[config.mk]
export PLATFORM = sky130hd
export DESIGN_NAME = gt_loopback_ctrl_multi
export DESIGN_NICKNAME = d
export VERILOG_FILES = /design/src/rtl/gt_loopback_pkg.sv /design/src/rtl/loopback_mode_sync.sv /design/src/rtl/gt_loopback_ctrl_multi.sv
export SDC_FILE = /design/constraint.sdc
export NUM_CORES = 1
export LEC_CHECK = 0
export CORE_ASPECT_RATIO = 1.4
export CORE_MARGIN = 8
export CORE_UTILIZATION = 28
export DETAILED_ROUTE_END_ITERATION = 12
export SETUP_SLACK_MARGIN = 0.4
export SYNTH_ARGS = -nofsm -noshare
export SYNTH_HDL_FRONTEND = slang
export SYNTH_SLANG_ARGS = --single-unit
[constraint.sdc]
create_clock -name clk_50m -period 3.2 [get_ports clk_50m]
set_input_delay 0.8 -clock clk_50m [delete_from_list [all_inputs] [get_ports clk_50m]]
set_output_delay 0.8 -clock clk_50m [all_outputs]
set_load 0.01 [all_outputs]
[src/rtl/gt_loopback_pkg.sv]
// Shared constants for the GT loopback controller: legal LOOPBACK codes,
// FSM state encoding and a legality helper.
package gt_loopback_pkg;

   localparam logic [2:0] LB_NORMAL = 3'b000;
   localparam logic [2:0] LB_NE_PCS = 3'b001;
   localparam logic [2:0] LB_NE_PMA = 3'b010;
   localparam logic [2:0] LB_FE_PMA = 3'b100;
   localparam logic [2:0] LB_FE_PCS = 3'b110;

   typedef enum logic [2:0] {
      ST_IDLE   = 3'd0,
      ST_APPLY  = 3'd1,
      ST_RESET  = 3'd2,
      ST_SETTLE = 3'd3,
      ST_DONE   = 3'd4
   } lb_state_e;

   function automatic logic lb_is_legal(input logic [2:0] code);
      logic ok;
      case (code)
         LB_NORMAL, LB_NE_PCS, LB_NE_PMA, LB_FE_PMA, LB_FE_PCS: ok = 1'b1;
         default:                                               ok = 1'b0;
      endcase
      return ok;
   endfunction

endpackage

[src/rtl/loopback_mode_sync.sv]
// Two-flop synchroniser for the asynchronous mode request followed by a
// debouncer: stable_mode takes a value only after DEBOUNCE_CYC consecutive
// identical synchronised samples.
module loopback_mode_sync
   import gt_loopback_pkg::*;
#(
   parameter int DEBOUNCE_CYC = 1000,
   parameter int CNT_W        = $clog2(DEBOUNCE_CYC + 1)
) (
   input  logic       clk_50m,
   input  logic       rst,
   input  logic [2:0] loopback_mode,
   output logic [2:0] stable_mode
);

   localparam logic [CNT_W-1:0] DB_MAX = CNT_W'(DEBOUNCE_CYC);

   logic [2:0]       sync1_q, sync2_q;
   logic [2:0]       cand_q, cand_d;
   logic [CNT_W-1:0] cnt_q, cnt_d;
   logic [2:0]       stable_q, stable_d;

   // Run-length of identical samples, saturating at DB_MAX so it never wraps.
   always_comb begin
      cand_d   = sync2_q;
      stable_d = stable_q;
      if (sync2_q != cand_q) begin
         cnt_d = CNT_W'(1);
      end else if (cnt_q == DB_MAX) begin
         cnt_d = cnt_q;
      end else begin
         cnt_d = cnt_q + CNT_W'(1);
      end
      if (cnt_d == DB_MAX) begin
         stable_d = sync2_q;
      end
   end

   // Synchroniser and debounce registers.
   always_ff @(posedge clk_50m) begin
      if (rst) begin
         sync1_q  <= LB_NORMAL;
         sync2_q  <= LB_NORMAL;
         cand_q   <= LB_NORMAL;
         cnt_q    <= '0;
         stable_q <= LB_NORMAL;
      end else begin
         sync1_q  <= loopback_mode;
         sync2_q  <= sync1_q;
         cand_q   <= cand_d;
         cnt_q    <= cnt_d;
         stable_q <= stable_d;
      end
   end

   assign stable_mode = stable_q;

endmodule

[src/rtl/gt_loopback_ctrl_multi.sv]
// Multi-lane GT loopback controller: applies a debounced loopback code to the
// masked lanes, pulses their GT reset, waits for settling, then signals done.
//
//   state  | meaning
//   IDLE   | waiting for a legal stable code different from applied_mode
//   APPLY  | latch lane mask, write code into masked lanes (1 cycle)
//   RESET  | loopback_rst = mask for RST_CYC cycles
//   SETTLE | wait SETTLE_CYC cycles with reset released
//   DONE   | done pulse (1 cycle)
module gt_loopback_ctrl_multi
   import gt_loopback_pkg::*;
#(
   parameter int LANES        = 4,
   parameter int DEBOUNCE_CYC = 1000,
   parameter int RST_CYC      = 50000,
   parameter int SETTLE_CYC   = 5000
) (
   input  logic               clk_50m,
   input  logic               rst,
   input  logic [2:0]         loopback_mode,
   input  logic [LANES-1:0]   lane_mask,
   output logic [3*LANES-1:0] loopback_in,
   output logic [LANES-1:0]   loopback_rst,
   output logic               busy,
   output logic               done,
   output logic               err_illegal,
   output logic [2:0]         applied_mode
);

   localparam int MAX_RS  = (RST_CYC > SETTLE_CYC) ? RST_CYC : SETTLE_CYC;
   localparam int MAX_CYC = (MAX_RS > DEBOUNCE_CYC) ? MAX_RS : DEBOUNCE_CYC;
   localparam int CNT_W   = $clog2(MAX_CYC + 1);
   localparam logic [CNT_W-1:0] RST_LAST    = CNT_W'(RST_CYC - 1);
   localparam logic [CNT_W-1:0] SETTLE_LAST = CNT_W'(SETTLE_CYC - 1);

   logic [2:0]         stable_mode;
   lb_state_e          state_q, state_d;
   logic [CNT_W-1:0]   cnt_q, cnt_d;
   logic [LANES-1:0]   mask_q, mask_d;
   logic [2:0]         target_q, target_d;
   logic [3*LANES-1:0] lb_in_q, lb_in_d;
   logic [LANES-1:0]   lb_rst_q, lb_rst_d;
   logic               busy_q, busy_d;
   logic               done_q, done_d;
   logic               err_q, err_d;
   logic [2:0]         applied_q, applied_d;
   logic               rep_valid_q, rep_valid_d;
   logic [2:0]         rep_val_q, rep_val_d;

   loopback_mode_sync #(
      .DEBOUNCE_CYC (DEBOUNCE_CYC),
      .CNT_W        (CNT_W)
   ) u_sync (
      .clk_50m       (clk_50m),
      .rst           (rst),
      .loopback_mode (loopback_mode),
      .stable_mode   (stable_mode)
   );

   // Next-state and next-output logic; outputs are computed one edge early so
   // every port comes straight from a flop.
   always_comb begin
      state_d     = state_q;
      cnt_d       = cnt_q;
      mask_d      = mask_q;
      target_d    = target_q;
      lb_in_d     = lb_in_q;
      lb_rst_d    = '0;
      done_d      = 1'b0;
      err_d       = 1'b0;
      applied_d   = applied_q;
      // An illegal code is reported once per stable episode; any change of
      // stable_mode re-arms the report.
      rep_valid_d = rep_valid_q && (stable_mode == rep_val_q);
      rep_val_d   = rep_val_q;
      case (state_q)
         ST_IDLE: begin
            if (stable_mode != applied_q) begin
               if (lb_is_legal(stable_mode)) begin
                  // Capture the code now so a late change cannot leak into APPLY.
                  state_d  = ST_APPLY;
                  target_d = stable_mode;
                  cnt_d    = '0;
               end else if (!rep_valid_d) begin
                  err_d       = 1'b1;
                  rep_valid_d = 1'b1;
                  rep_val_d   = stable_mode;
               end
            end
         end
         ST_APPLY: begin
            mask_d    = lane_mask;
            applied_d = target_q;
            for (int n = 0; n < LANES; n++) begin
               if (lane_mask[n]) lb_in_d[3*n +: 3] = target_q;
            end
            cnt_d = '0;
            if (lane_mask == '0) begin
               state_d = ST_DONE;
               done_d  = 1'b1;
            end else begin
               state_d  = ST_RESET;
               lb_rst_d = lane_mask;
            end
         end
         ST_RESET: begin
            if (cnt_q == RST_LAST) begin
               state_d = ST_SETTLE;
               cnt_d   = '0;
            end else begin
               cnt_d    = cnt_q + CNT_W'(1);
               lb_rst_d = mask_q;
            end
         end
         ST_SETTLE: begin
            if (cnt_q == SETTLE_LAST) begin
               state_d = ST_DONE;
               cnt_d   = '0;
               done_d  = 1'b1;
            end else begin
               cnt_d = cnt_q + CNT_W'(1);
            end
         end
         ST_DONE: begin
            state_d = ST_IDLE;
            cnt_d   = '0;
         end
         default: begin
            state_d = ST_IDLE;
            cnt_d   = '0;
         end
      endcase
      busy_d = (state_d != ST_IDLE);
   end

   // FSM, counter and registered outputs.
   always_ff @(posedge clk_50m) begin
      if (rst) begin
         state_q     <= ST_IDLE;
         cnt_q       <= '0;
         mask_q      <= '0;
         target_q    <= LB_NORMAL;
         lb_in_q     <= '0;
         lb_rst_q    <= '0;
         busy_q      <= 1'b0;
         done_q      <= 1'b0;
         err_q       <= 1'b0;
         applied_q   <= LB_NORMAL;
         rep_valid_q <= 1'b0;
         rep_val_q   <= LB_NORMAL;
      end else begin
         state_q     <= state_d;
         cnt_q       <= cnt_d;
         mask_q      <= mask_d;
         target_q    <= target_d;
         lb_in_q     <= lb_in_d;
         lb_rst_q    <= lb_rst_d;
         busy_q      <= busy_d;
         done_q      <= done_d;
         err_q       <= err_d;
         applied_q   <= applied_d;
         rep_valid_q <= rep_valid_d;
         rep_val_q   <= rep_val_d;
      end
   end

   assign loopback_in  = lb_in_q;
   assign loopback_rst = lb_rst_q;
   assign busy         = busy_q;
   assign done         = done_q;
   assign err_illegal  = err_q;
   assign applied_mode = applied_q;

endmodule

# Word level (Yosys, flattened, before mapping)

Cells that the tools add are included.

Register bits after elaboration: 80
Latch bits: 0
Bits in writable memories: 0
Memory bits (read-only): 0
Bits of input ports: 9
Output and inout bits: 22
Word-level logic and storage cells: 82
Memories kept: 0

Add/subtract/negate cells: 2
Multiply operators: 0
Div/mod/pow operators: 0
Magnitude comparators: 0
Equal/unequal tests: 16
Shift operators: 0
Multiplexer cells: 26
Bitwise logic cells: 4
Reduce and logical (&&, ||, !) cells: 14

Operator list:

| kind                  | number |
|---|---|
| $mux 16               | 6 |
| $pmux 16 s3           | 1 |
| $add 16x1->16 const B | 2 |
| $eq 16x10->1 const B  | 2 |
| $eq 16x13->1 const B  | 1 |
| $eq 16x16->1 const B  | 1 |
| $mux 3                | 5 |
| $pmux 3 s4            | 1 |
| $reduce_and 2->1      | 5 |
| $eq 3x2->1 const B    | 3 |
| $mux 1                | 9 |
| $mux 4                | 2 |
| $pmux 4 s2            | 1 |
| $eq 3x1->1 const B    | 2 |
| $eq 3x3->1 const B    | 2 |
| $logic_not 3->1       | 2 |
| $ne 3x3->1            | 2 |
| $reduce_or 5->1       | 1 |
| $logic_not 4->1       | 1 |
| $ne 2x2->1 const B    | 2 |
| $not 1->1             | 4 |
| $reduce_and 4->1      | 1 |
| $reduce_or 4->1       | 1 |
| $eq 3x3->1            | 1 |
| other kinds (4)       | 4 |

# Longest topological paths before layout

Depth in word-level cells: 9
Gate-level depth with buffers: 8
Gate-level depth less buffers: 8

# Cells and area by module

Synthesis repeated with hierarchy kept, for this count alone.

Cells, all modules: 423
Area total of the unflattened synthesis: 3791.1 sq um

By module, submodules not included:

| module                 | instances | cells each | area an instance (sq um) | seq. area each (sq um) |
|---|---|---|---|---|
| gt_loopback_ctrl_multi | 1         | 274        | 2392.3                   | 1041.0 |
| loopback_mode_sync     | 1         | 149        | 1398.8                   | 560.5 |

# Least setup slack after synthesis

No wires, ideal clock.

Path type: reg2reg
Start: register u_sync.cnt_q[0]
End: register u_sync.stable_q[0], in the netlist u_sync.stable_mode[0]
Setup time: 0.123 ns
Arrival: 2.173 ns
Data required time: 3.077 ns
Path slack: 0.904 ns
Cell stages (with the launch flop): 8
Path buffers: 0
Period minus slack after synthesis: 2.296 ns
Cells stage by stage: dfxtp_1 ha_1 nand3_2 nor4_1 xnor2_1 o211ai_1 a2111oi_4 mux2_1

Cells in the longest elaborated chain, start to end: 4
Elaborated cells on any way between the ends: 5
Those cells by class: 1 x add/sub; 2 x eq/ne; 2 x mux

RTL lines:

| element                                       | line                                               | RTL |
|---|---|---|
| start, declared                               | loopback_mode_sync.sv:20                           | `logic [CNT_W-1:0] cnt_q, cnt_d;` |
| start signal, assigned                        | loopback_mode_sync.sv:51                           | `cnt_q <= cnt_d;` |
| $add 16x1->16 or $eq 16x10->1 (tied branches) | loopback_mode_sync.sv:32, loopback_mode_sync.sv:29 |  |
| $mux 16 (*)                                   | loopback_mode_sync.sv:29                           | `end else if (cnt_q == DB_MAX) begin` |
| $mux 16 (*)                                   | loopback_mode_sync.sv:27                           | `if (sync2_q != cand_q) begin` |
| $eq 16x10->1 (*)                              | loopback_mode_sync.sv:34                           | `if (cnt_d == DB_MAX) begin` |
| end signal, assigned                          | loopback_mode_sync.sv:52                           | `stable_q <= stable_d;` |
| end, declared                                 | loopback_mode_sync.sv:21                           | `logic [2:0] stable_q, stable_d;` |

Mark *: on every way between the ends. The rest lies on a longest branch, timed or not.
A chain may end at the register's enable or synchronous reset.

# Worst setup path in the final report

Ends and elaborated chain as after synthesis.

==> impl_results.md <==
* Aggregate global-route resource usage at 0.105
* Placed cell count at between 500 and 600
* Final net count at 467
* Largest net degree at the start of global routing at 33
* Fin. max-slew vios at 0
* Pre-CTS setup slack at about 0.69 ns
* Synth Cell Area at between 3000 and 4000 um^2
* VDD IR max at between 0.2 and 0.25 mV
* CTS Sinks at 80
* Crit path DAT at 2.77 ns
* Setup crit end kind: flip-flop
* CP Launch Type: flip-flop
* Hold crit path type: reg -> reg
* Worst-case reg-to-reg path depth at 7
* Post-CTS Repair Setup Buffers at 0
* CTS buffer count at 9
* Wirelength, routed at approximately 8700 um
* Clock root cell: clkbuf_16
* Seq. cell area at 1600 um^2
* Synth Area per Inst at 8.48 um^2
* # rows at 49
* Worst setup margin at around 0.64 ns
* # IOs at 31
* Vias in the first global route at 3,072
* Port buffer count at 30
* GP Congestion at 0.844
* Slew Limit Headroom at 0.547
* Area Growth Syn to Fin at 18.4%
* CP max FO at 8
* Final Setup Violations at 0
* FF-to-FF Start: u_sync.cnt_q[0]
* HP Start: u_sync.sync1_q[0]
* Hold path endpoint: u_sync.cand_d[0]
* Netlist cell types at 55
* Non-Filler Instances at 613
* WP data required at 3.42 ns
* Sequential-to-total area share from yosys stat at 0.437
* Width of the die at 113 um
* Mapped Cells at 432
* Layout cells sized above 1 at 0.0696
* Initial antenna violation count at 0
* Area of the multi-input gates at between 1500 and 2000 um^2
* # resized after CTS at 0
* Fin. Hold Viols at 0
* Diodes inserted at 0
* Die H at about 150 um
* Worst path top cell family by delay: compound AO/OA/AOI/OAI gates
* # fillers at 1,309
* Yosys warning count at 0
* Clock latency on the worst-skew pair at between 0.3 and 0.4 ns
* Aggregate global routing overflow at 0
* CTS H-tree depth at 3
* Critical path class: reg -> reg
* CTS tree: yes
* Tcrit/Tclk final at 0.799
* Post-synth EDFFs at 0
* Top_reg_cell synth: dfxtp_1
* Clock tree buffer depth at 2
* Hold bufs inserted after CTS at 0
* Clock-pin slew on the worst setup and hold paths at 0.06 ns
* Initial DRC count at 145
* Outcome: complete, no violations
* CP max-delay cell: a2111oi_4
* Critical path buffers and inverters at 0
* Hpwl dp at 6250 um
* Vias per cell at 5.21
* Tmin final at 2.56 ns
* Core area at about 13,000 um^2
* Die area at 17,100 um^2
* Max cap viols at 0
* Worst path max stage delay at roughly 0.42 ns
* R2R Path End: u_sync.stable_mode[0]
* Reg-to-reg slack, setup at 0.64 ns
* Wire per inst at around 14 um
* First-pass GRT wire length at between 10,000 and 15,000 um
* Syn_nets at 444
* Setup TNS Final at 0 ns
* Tot Pwr at 2.06 mW
* DRC at 0
* Least-Margin Pin Slew at just under 0.7 ns
* Post-DRT Antenna Nets at 0
* DRT Pass-1 Iters at 5
* Clock Skews at ~0.0066 ns
* Pwr Density at 474 nW/um^2
* Hold path depth at 1
* Starting Density at 0.286
* Post-synthesis async set-or-reset flop share at 0
* Worst path cell trace: ha_1 > nand3_2 > nor4_1 > xnor2_1 > o211ai_1 > a2111oi_4 > mux2_1
* Max Freq at 391 MHz
* RSZ-0062 raised after global routing: no
* Synthesized flop and latch total at 80
* Via count at 3,191
* Leak at 1.38 nW
[cells by family (layout without fill, tap and decap cells)]
| kind of cell | count (synthesis) | in the layout | synth area share |
|---|---|---|---|
| multiplexers | 7 | 7 | 0.0201 |
| AO/OA/AOI/OAI | 87 | 87 | 0.157 |
| adder cells (fa/ha/maj) | 3 | 3 | 0.0102 |
| AND/OR/NAND/NOR | 201 | 201 | 0.275 |
| XOR/XNOR | 25 | 25 | 0.0597 |
| flip-flops | 80 | 80 | 0.437 |
| buffers and inverters | 29 | 57 | 0.0410 |
[cell usage after synthesis, types with 6 or more instances]
cell	instances	area, um^2
dfxtp_1	80	1600
nand2_1	65	244
a21oi_1	40	200
nor2_1	35	131
nand3_1	25	125
xnor2_1	17	149
nor3_1	15	75.1
o21ai_0	13	65.1
a311oi_1	11	96.3
clkbuf_1	10	37.5
nor2b_1	9	56.3
inv_1	8	30.0
xor2_1	8	70.1
and3_1	7	43.8
nand4_1	7	43.8
and2_1	6	37.5
buf_2	6	30.0
[report_power, final]
part / switching (mW) / total [mW] / internal, mW
logic: 0.0381 / 0.0622 / 0.0241
registers: 0.00634 / 1.01 / 1.00
clock network: 0.443 / 0.985 / 0.542
[worst max-delay path by stage]
stage,end,startpoint,slack [ns],cells past startpoint
5_1_grt,u_sync.stable_mode[0],u_sync.cnt_q[0],0.49,7
3_3_place_gp,u_sync.stable_mode[1],u_sync.cnt_q[0],0.77,7
6_report,u_sync.stable_mode[0],u_sync.cnt_q[0],0.64,7
2_1_floorplan,u_sync.stable_mode[0],u_sync.cnt_q[0],0.90,7
3_5_place_dp,u_sync.stable_mode[0],u_sync.cnt_q[1],0.69,7
4_1_cts,u_sync.stable_mode[0],u_sync.cnt_q[1],0.64,7
[metrics by stage]
step,instance area (um^2),util,hold slack (ns)
after floorplan,3660,-,0.414
after global placement,4050,0.316,0.441
after detailed placement,4050,0.316,0.441
after CTS,4340,0.339,0.451
after global routing,4340,0.339,0.458
final,4340,0.339,0.445
[sequential cells by signal, indices dropped and copies added (netlist names)]
register	flops
applied_mode	3
busy	1
cnt_q	16
done	1
err_illegal	1
loopback_in	12
loopback_rst	4
mask_q	4
rep_val_q	3
rep_valid_q	1
state_q	3
target_q	3
u_sync.cand_d	3
u_sync.cand_q	3
u_sync.cnt_q	16
u_sync.stable_mode	3
u_sync.sync1_q	3
[layout by cell type, fill, tap and decap left out, drive strengths merged, types with 5 or more instances in the layout]
cell type | netlist | routed
xnor2 | 17 | 17
clkdlybuf4s50 | 0 | 29
nor2b | 9 | 9
and2 | 6 | 6
clkbuf | 10 | 9
inv | 8 | 13
nand2 | 66 | 66
nand4 | 8 | 8
dfxtp | 80 | 80
nor2 | 35 | 35
o21ai | 13 | 13
nor4 | 5 | 5
xor2 | 8 | 8
a311oi | 11 | 11
nor3 | 16 | 16
nand3 | 26 | 26
and3 | 8 | 8
a21oi | 40 | 40
[final cells by class]
| class | count | share of cell area |
|---|---|---|
| flip-flops and latches | 80 | 0.369 |
| inverters | 8 | 0.00692 |
| well taps | 153 | 0.0441 |
| clock inverters | 7 | 0.0141 |
| repair buffers | 33 | 0.0732 |
| multi-input cells | 323 | 0.441 |
| clock buffers | 9 | 0.0519 |
[metal layers]
metal / track usage / vias up / routed length (um)
li1: - / 1588 / -
met1: 0.109 / 1514 / 3440
met2: 0.194 / 68 / 4690
met3: 0.0223 / 21 / 289
met4: 0.0603 / 0 / 306
met5: 0 / - / 0
Note: power is estimated with default switching activity, not from simulation.
==> RTL change: new RTL, same settings <==
Re-encode `lb_state_e` (5 states) as one-hot, 5 bits wide.
--- a/src/rtl/gt_loopback_pkg.sv
+++ b/src/rtl/gt_loopback_pkg.sv
@@ -8,12 +8,12 @@
    localparam logic [2:0] LB_FE_PMA = 3'b100;
    localparam logic [2:0] LB_FE_PCS = 3'b110;
 
-   typedef enum logic [2:0] {
-      ST_IDLE   = 3'd0,
-      ST_APPLY  = 3'd1,
-      ST_RESET  = 3'd2,
-      ST_SETTLE = 3'd3,
-      ST_DONE   = 3'd4
+   typedef enum logic [4:0] {
+      ST_IDLE   = 5'b00001,
+      ST_APPLY  = 5'b00010,
+      ST_RESET  = 5'b00100,
+      ST_SETTLE = 5'b01000,
+      ST_DONE   = 5'b10000
    } lb_state_e;
 
    function automatic logic lb_is_legal(input logic [2:0] code);
Formal check against the unedited RTL: no difference found for any inputs over 10 cycles, from zero or initial values and one cycle with rst high; not proved beyond that.
==> RTL change against the original RTL <==
Worst setup slack better by 170 ps; sequential cell count is 2 higher; via count is 5.5% lower; routed wire length is 7.0% lower; synthesized cell count is 1.6% higher; power is 4.8% higher; clock skew hardly changed; combinational power is 3.4% lower; area after synthesis is 2.1% higher; design area is 2.8% higher.
==> RTL change: results (changes against the original RTL) <==
[metrics] run status: completed (unchanged)
[metrics] fraction of area in clock buffers and inverters: 0.0690 (was 0.0660)
[metrics] signal arrival time at the worst endpoint: 2610 ps (was 2770 ps)
[metrics] pin count of the biggest net entering global routing: 31 (was 33)
[metrics] multi-input combinational gate total: 326 (was 323)
[metrics] fill count: 1372 (was 1309)
[metrics] WL met1: 3.49 mm (was 3.44 mm)
[metrics] share of the synthesized area in compound gates (AO/OA/AOI/OAI): 0.109 (was 0.157)
[metrics] power density over the cells: 483 nW/um^2 (was 474 nW/um^2)
[metrics] count of vias placed by the detailed router: 3016 (was 3191)
[metrics] maximum clock skew at final layout: 6.41 ps (was 6.60 ps)
[metrics] Seq area share: 0.368 (was 0.369)
[metrics] Synth Net Count: 451 (was 444)
[metrics] wire length of the first global-routing pass: 14.0 mm (was 14.6 mm)
[metrics] drt first pass iters: 4 (was 5)
[metrics] met1 usage: 0.103 (was 0.109)
[metrics] slew at the pin closest to its max-slew limit: 755 ps (was 679 ps)
[metrics] number of placed instances with taps included: 627 (was 597)
[metrics] starting DRC count in detailed routing: 136 (was 145)
[metrics] final core area utilization: 0.338 (was 0.339)
[metrics] half-perimeter wire length after detailed placement: 5.73 mm (was 6.25 mm)
[metrics] number of standard cells in the layout, taps in and fillers out: 643 (was 613)
[metrics] Routability Congestion: 0.832 (was 0.844)
[metrics] met3 track demand over resource in global routing: 0.0262 (was 0.0223)
[metrics] dominant cells by area after synthesis: sky130_fd_sc_hd__dfxtp_1, sky130_fd_sc_hd__xnor2_1, sky130_fd_sc_hd__a21oi_1, sky130_fd_sc_hd__nor2_1, sky130_fd_sc_hd__nand2_1 (was sky130_fd_sc_hd__dfxtp_1, sky130_fd_sc_hd__nand2_1, sky130_fd_sc_hd__a21oi_1, sky130_fd_sc_hd__xnor2_1, sky130_fd_sc_hd__nor2_1)
[metrics] origin of the worst min-delay path: u_sync.sync1_q[1]$_SDFF_PP0_ (was u_sync.sync1_q[0]$_SDFF_PP0_)
RTL change: changes by cell type in the layout (fill, tap and decap cells not counted), moves of 5 or more:
cell and delta:
sky130_fd_sc_hd__nor2_1 +19, sky130_fd_sc_hd__nand2_1 -14, sky130_fd_sc_hd__xnor2_1 +14, sky130_fd_sc_hd__a311oi_1 -10
sky130_fd_sc_hd__nor3_1 -8, sky130_fd_sc_hd__o21ai_0 -7, sky130_fd_sc_hd__nand4_1 +6, sky130_fd_sc_hd__nor2b_1 +5
sky130_fd_sc_hd__or3_1 +5
RTL change: through the flow:
step	power, W	setup WS [ps]
2_1_floorplan	0.00110	1060
3_3_place_gp	0.00112	924
3_5_place_dp	0.00112	829
4_1_cts	0.00219	823
5_1_grt	0.00224	659
6_report	0.00215	819
RTL change: worst max path at each step:
stage                                from                                  to  slack (ps)
2_1_floorplan  u_sync.cnt_q[0]$_SDFF_PP0_  u_sync.stable_mode[0]$_SDFFE_PP0N_        1060
3_3_place_gp   u_sync.cnt_q[0]$_SDFF_PP0_  u_sync.stable_mode[1]$_SDFFE_PP0N_         920
3_5_place_dp   u_sync.cnt_q[1]$_SDFF_PP0_  u_sync.stable_mode[2]$_SDFFE_PP0N_         830
4_1_cts        u_sync.cnt_q[1]$_SDFF_PP0_  u_sync.stable_mode[2]$_SDFFE_PP0N_         820
5_1_grt        u_sync.cnt_q[1]$_SDFF_PP0_  u_sync.stable_mode[0]$_SDFFE_PP0N_         660
6_report       u_sync.cnt_q[1]$_SDFF_PP0_  u_sync.stable_mode[2]$_SDFFE_PP0N_         820
RTL change: worst register-to-register path, delay by kind of cell (launching register included):
| family | cells | cell delay, ps |
|---|---|---|
| simple gates | 3 | 860 |
| flops | 1 | 390 |
| mux | 2 | 590 |
| compound gates | 1 | 150 |
| fa+ha+maj | 1 | 280 |
